### src/rtl/or16_arbiter_if.sv
// Request/response bus for or16_arbiter: per-requester valid/ready with operands, one shared response.
// With OR16_ARB_STALL_CNT_EN defined the bus also carries the stall counter.
interface or16_arbiter_if #(
   parameter int NREQ = 4,
   parameter int W    = 16
);
   localparam int IDW = $clog2(NREQ);

   logic [NREQ-1:0]   req_valid;
   logic [NREQ-1:0]   req_ready;
   logic [NREQ*W-1:0] req_a;
   logic [NREQ*W-1:0] req_b;
   logic              rsp_valid;
   logic              rsp_ready;
   logic [W-1:0]      rsp_data;
   logic [IDW-1:0]    rsp_id;
   logic              busy;
`ifdef OR16_ARB_STALL_CNT_EN
   logic [15:0]       stall_cnt;
`endif

   modport slave (
      input  req_valid, req_a, req_b, rsp_ready,
`ifdef OR16_ARB_STALL_CNT_EN
      output stall_cnt,
`endif
      output req_ready, rsp_valid, rsp_data, rsp_id, busy
   );

   modport master (
      output req_valid, req_a, req_b, rsp_ready,
`ifdef OR16_ARB_STALL_CNT_EN
      input  stall_cnt,
`endif
      input  req_ready, rsp_valid, rsp_data, rsp_id, busy
   );
endinterface

### src/rtl/or16_arbiter.sv
// or16_arbiter: round-robin sharing of one W-bit bitwise-OR datapath among NREQ requesters.
// Build macro OR16_ARB_STALL_CNT_EN adds a saturating count of back-pressured cycles.
module or16_arbiter #(
   parameter int NREQ = 4,
   parameter int W    = 16
) (
   input  logic          clk,
   input  logic          rst_n,
   or16_arbiter_if.slave bus
);
   localparam int IDW = $clog2(NREQ);

   typedef enum logic {ST_EMPTY = 1'b0, ST_FULL = 1'b1} state_t;

   state_t          state_q, state_d;
   logic [IDW-1:0]  rr_ptr_q, rr_ptr_d;
   logic [W-1:0]    rsp_data_q, rsp_data_d;
   logic [IDW-1:0]  rsp_id_q, rsp_id_d;

   logic [IDW:0]    idx_s;
   logic [IDW-1:0]  gnt_id_s;
   logic            gnt_vld_s;
   logic            rsp_valid_s;
   logic            can_accept_s;
   logic            accept_s;
   logic [NREQ-1:0] ready_s;
   logic [W-1:0]    op_a_s, op_b_s;

   assign rsp_valid_s  = (state_q == ST_FULL);
   assign can_accept_s = !rsp_valid_s || bus.rsp_ready;
   assign accept_s     = rst_n && can_accept_s && gnt_vld_s;

   // Round-robin search: first valid requester at or after rr_ptr, wrapping at NREQ.
   always_comb begin
      gnt_vld_s = 1'b0;
      gnt_id_s  = '0;
      idx_s     = '0;
      for (int k = 0; k < NREQ; k++) begin
         idx_s = {1'b0, rr_ptr_q} + (IDW+1)'(k);
         if (idx_s >= (IDW+1)'(NREQ)) begin
            idx_s = idx_s - (IDW+1)'(NREQ);
         end else begin
            idx_s = idx_s;
         end
         if (!gnt_vld_s && bus.req_valid[idx_s[IDW-1:0]]) begin
            gnt_vld_s = 1'b1;
            gnt_id_s  = idx_s[IDW-1:0];
         end else begin
            gnt_vld_s = gnt_vld_s;
         end
      end
   end

   // One-hot ready for the winner and operand mux; ready is held low during reset.
   always_comb begin
      ready_s = '0;
      op_a_s  = '0;
      op_b_s  = '0;
      for (int i = 0; i < NREQ; i++) begin
         if (gnt_id_s == IDW'(i)) begin
            ready_s[i] = accept_s;
            op_a_s     = bus.req_a[i*W +: W];
            op_b_s     = bus.req_b[i*W +: W];
         end else begin
            ready_s[i] = 1'b0;
         end
      end
   end

   // Next state: an accept reloads the result slot even while it drains, so there is no bubble.
   always_comb begin
      state_d    = state_q;
      rr_ptr_d   = rr_ptr_q;
      rsp_data_d = rsp_data_q;
      rsp_id_d   = rsp_id_q;
      if (accept_s) begin
         state_d    = ST_FULL;
         rsp_data_d = op_a_s | op_b_s;
         rsp_id_d   = gnt_id_s;
         if (gnt_id_s == IDW'(NREQ-1)) begin
            rr_ptr_d = '0;
         end else begin
            rr_ptr_d = gnt_id_s + IDW'(1);
         end
      end else if (rsp_valid_s && bus.rsp_ready) begin
         state_d = ST_EMPTY;
      end else begin
         state_d = state_q;
      end
   end

   // Response slot state, round-robin pointer and result registers.
   always_ff @(posedge clk or negedge rst_n) begin
      if (!rst_n) begin
         state_q    <= ST_EMPTY;
         rr_ptr_q   <= '0;
         rsp_data_q <= '0;
         rsp_id_q   <= '0;
      end else begin
         state_q    <= state_d;
         rr_ptr_q   <= rr_ptr_d;
         rsp_data_q <= rsp_data_d;
         rsp_id_q   <= rsp_id_d;
      end
   end

   assign bus.req_ready = ready_s;
   assign bus.rsp_valid = rsp_valid_s;
   assign bus.rsp_data  = rsp_data_q;
   assign bus.rsp_id    = rsp_id_q;
   assign bus.busy      = rsp_valid_s;

`ifdef OR16_ARB_STALL_CNT_EN
   logic [15:0] stall_cnt_q, stall_cnt_d;

   // Count cycles a held result is refused, saturating at all-ones.
   always_comb begin
      if (rsp_valid_s && !bus.rsp_ready && (stall_cnt_q != 16'hFFFF)) begin
         stall_cnt_d = stall_cnt_q + 16'd1;
      end else begin
         stall_cnt_d = stall_cnt_q;
      end
   end

   // Stall counter register.
   always_ff @(posedge clk or negedge rst_n) begin
      if (!rst_n) begin
         stall_cnt_q <= 16'd0;
      end else begin
         stall_cnt_q <= stall_cnt_d;
      end
   end

   assign bus.stall_cnt = stall_cnt_q;
`endif
endmodule

### src/flat_wrapper.sv
// flat-port wrapper written by rule: the top's interface ports become plain ports
module or16_arbiter_flat 
#(
   parameter int NREQ = 4,
   parameter int W    = 16
)
  (clk, rst_n, bus_req_valid, bus_req_a, bus_req_b, bus_rsp_ready, bus_req_ready, bus_rsp_valid, bus_rsp_data, bus_rsp_id, bus_busy);
  or16_arbiter_if #(.NREQ(NREQ), .W(W)) bus_i ();
  input  logic clk;
  input  logic rst_n;
  input wire logic [$bits(bus_i.req_valid)-1:0] bus_req_valid;
  input wire logic [$bits(bus_i.req_a)-1:0] bus_req_a;
  input wire logic [$bits(bus_i.req_b)-1:0] bus_req_b;
  input wire logic [$bits(bus_i.rsp_ready)-1:0] bus_rsp_ready;
  output wire logic [$bits(bus_i.req_ready)-1:0] bus_req_ready;
  output wire logic [$bits(bus_i.rsp_valid)-1:0] bus_rsp_valid;
  output wire logic [$bits(bus_i.rsp_data)-1:0] bus_rsp_data;
  output wire logic [$bits(bus_i.rsp_id)-1:0] bus_rsp_id;
  output wire logic [$bits(bus_i.busy)-1:0] bus_busy;
  assign bus_i.req_valid = bus_req_valid;
  assign bus_i.req_a = bus_req_a;
  assign bus_i.req_b = bus_req_b;
  assign bus_i.rsp_ready = bus_rsp_ready;
  assign bus_req_ready = bus_i.req_ready;
  assign bus_rsp_valid = bus_i.rsp_valid;
  assign bus_rsp_data = bus_i.rsp_data;
  assign bus_rsp_id = bus_i.rsp_id;
  assign bus_busy = bus_i.busy;
  or16_arbiter #(.NREQ(NREQ), .W(W)) u_core (.clk(clk), .rst_n(rst_n), .bus(bus_i));
endmodule
### config.mk
export PLATFORM = sky130hd
export DESIGN_NAME = or16_arbiter_flat
export DESIGN_NICKNAME = d
export VERILOG_FILES = /design/src/rtl/or16_arbiter_if.sv /design/src/rtl/or16_arbiter.sv /design/src/flat_wrapper.sv
export SDC_FILE = /design/constraint.sdc
export NUM_CORES = 1
export LEC_CHECK = 0
export ABC_AREA = 1
export BUFFER_PORTS_ARGS = -buffer_cell sky130_fd_sc_hd__buf_2
export CAP_MARGIN = 20
export CORE_ASPECT_RATIO = 0.8
export CORE_MARGIN = 3
export CORE_UTILIZATION = 41
export DETAILED_ROUTE_END_ITERATION = 8
export PLACE_DENSITY = 0.86
export SLEW_MARGIN = 5
export SYNTH_ARGS = -nofsm -noshare
export SYNTH_HDL_FRONTEND = slang
export SYNTH_SLANG_ARGS = --single-unit
### constraint.sdc
create_clock -name clk -period 7.12 [get_ports clk]
set_input_delay 1.068 -clock clk [delete_from_list [all_inputs] [get_ports clk]]
set_output_delay 1.068 -clock clk [all_outputs]
set_load 0.05 [all_outputs]
==> qor.yml <==
most-common-layout-cells: "buf_2, nand2_1, nor3_1"
vias: 2476
max_cap_violations: 0
worstSkewPairLatency_ns: 0.26
synth_area_um2: 1820
drtIter0Drc: 129
drc: 0
tritoncts.num_buffers: 3
dieHeight_um: 65.6
syn_avg_cell_area_um2: 6.45
timing.critical_path.cells: "buf_2 -> inv_1 -> nand2_2 -> nand3_1 -> nand2_2 -> nor2_4 -> nand3_1 -> nand3_1 -> nand2_1 -> inv_1 -> ha_1 -> clkinv_1 -> nor2_1 -> buf_2"
power.density_nw_per_um2: 654
hold_path.class: "reg -> reg"
leakagePower_nw: 1.46
path_max_fanout: 17
areaGrowthSynthToFinish_pct: 45.0
grt_pass1_vias: 2132
h-tree-depth: 1
final_common_cell: "buf_2"
clk_pin_slew_ns: 0.07
fin_setup_tns_ns: 0
cts-root-buf: "clkbuf_8"
drtAntennaViolNets: 0
ys_types: 24
postCtsSetupBuffers: 0
period_share: 0.647
layout-drive-gt1-share: 0.406
post_dp_cell_area_um2: 2590
cp_slowest_cell: "clkinv_1"
wl_um: 7180
setup_viol: 0
start_util: 0.430
routed_via_density: 5.09
multiInputGateArea_um2: 1130
slew_headroom: 0.426
regArea_um2: 526
yosys_warnings: 0
io_pins: 159
grt_max_degree: 34
grt_pass1_wl_um: 10100
n_fill_cell: 402
cp_common_cell: "nand3_1"
wl_per_cell_um: 14.8
cts_buffer_depth: 2
max_stage_delay_ns: 0.54
numPortBuffers: 158
cts_resized: 0
core_um2: 4230
ys_seq_area_frac: 0.289
num_antenna_cells: 0
dieArea_um2: 5270
cp_num_buf_inv: 5
max_freq_ghz: 0.217
start_kind: "primary input"
worst_slew_pin_slew_ns: 0.861
die_w_um: 80.5
synth_fp_nets: 421
required_ns: 6.05
post-dp-hpwl_um: 5910
cts.sinks: 21
drtPass1Iterations: 4
rsz0062_at_grt: "false"
cts_hold_buf: 0
overflow: 0
period_needed_ns: 4.61
status: "finished, final reports clean"
rows: 21
grt.total_usage: 0.249
postSynthCellCount: 282
final_area_um2: 2640
arrival_ns: 3.54
place_congestion: 0.967
cts_tree: "yes"
ir_worst_vdd_uv: 486
antenna_found_initial: 0
final_max_slew_viol_count: 0
hold_viol: 0
synth_seq_cells: 21
cpLargestDelayFamily: "buffers and inverters"
critPathKind: "in -> out"
end_kind: "output port"
fin_nets: 569
clock-skew-final_ns: 0.00431
-- area by class of cell --
type	count	area share
clock buffers	4	0.0171
inverters	17	0.0242
multi-input cells	228	0.430
flip-flops and latches	21	0.199
well taps	57	0.0271
repair buffers	159	0.303
-- metal layers --
metal | part of all wire | up-vias | global-route usage
li1 | - | 1243 | -
met1 | 0.42 | 1091 | 0.357
met2 | 0.45 | 130 | 0.380
met3 | 0.12 | 12 | 0.0493
met4 | 0.014 | 0 | 0.0633
met5 | 0 | - | 0
-- power by group --
| group | switching [W] | internal [W] |
|---|---|---|
| Clock | 0.0000367 | 0.0000398 |
| Combinational | 0.000995 | 0.000423 |
| Sequential | 0.0000455 | 0.000184 |
-- stage by stage --
stage | hold WS (ns) | instances | power (W) | utilization | setup WS [ns]
2_1_floorplan | 0.589 | 282 | 0.00130 | - | 2.97
3_3_place_gp | 0.459 | 482 | 0.00160 | 0.613 | 2.66
3_5_place_dp | 0.460 | 482 | 0.00162 | 0.613 | 2.53
4_1_cts | 0.486 | 486 | 0.00171 | 0.623 | 2.54
5_1_grt | 0.518 | 486 | 0.00188 | 0.623 | 2.24
6_report | 0.481 | 486 | 0.00172 | 0.623 | 2.51
-- cells by family (layout without fill, tap and decap cells) --
logic type      Yosys count  count (layout)  synth area share
simple gates            154             154             0.379
buf+inv                  33             180            0.0881
fa+ha+maj                 4               4            0.0275
flops                    21              21             0.289
compound gates           70              70             0.216
-- synthesized netlist by cell type --
master / count / share of area
a21boi_0: 1 / 0.0041
a21oi_1: 32 / 0.088
buf_1: 3 / 0.0062
buf_2: 2 / 0.0055
buf_4: 3 / 0.012
buf_6: 3 / 0.019
clkbuf_1: 5 / 0.010
clkinv_1: 1 / 0.0021
dfrtp_1: 21 / 0.29
ha_1: 4 / 0.028
inv_1: 13 / 0.027
inv_2: 3 / 0.0062
nand2_1: 82 / 0.17
nand2_2: 6 / 0.021
nand2_4: 1 / 0.0062
nand3_1: 10 / 0.028
nand3_2: 1 / 0.0055
nand4_1: 1 / 0.0034
nor2_1: 4 / 0.0083
nor2_4: 1 / 0.0062
nor3_1: 48 / 0.13
o21ai_0: 20 / 0.055
o21ai_1: 1 / 0.0028
o21bai_1: 16 / 0.066
-- worst paths after layout --
kind                                                startpoint                             endpoint  slack (ns)  cells past startpoint
min                        u_core.bus.rsp_data[14]$_DFFE_PN0P_  u_core.bus.rsp_data[14]$_DFFE_PN0P_        0.48                      2
max reg2reg                     u_core.rr_ptr_q[0]$_DFFE_PN0P_   u_core.bus.rsp_data[7]$_DFFE_PN0P_        3.66                     17
max                                           bus_req_valid[3]                     bus_req_ready[2]        2.51                     14
max in group asynchronous                                rst_n  u_core.bus.rsp_data[11]$_DFFE_PN0P_        6.05                      1
min in group asynchronous                                rst_n     u_core.bus.rsp_id[0]$_DFFE_PN0P_        0.75                      1
min reg2reg                u_core.bus.rsp_data[14]$_DFFE_PN0P_  u_core.bus.rsp_data[14]$_DFFE_PN0P_        0.48                      2
-- registers in the layout, indices dropped and copies added (netlist names) --
signal / flops
u_core.bus.rsp_data: 16
u_core.bus.rsp_id: 2
u_core.rr_ptr_q: 2
u_core.bus.busy: 1
-- worst min-delay path: cells and delay by family (launching register included) --
family | cells | cell delay (ns)
flops | 1 | 0.34
simple gates | 2 | 0.11
(Power assumes the default switching activity.)
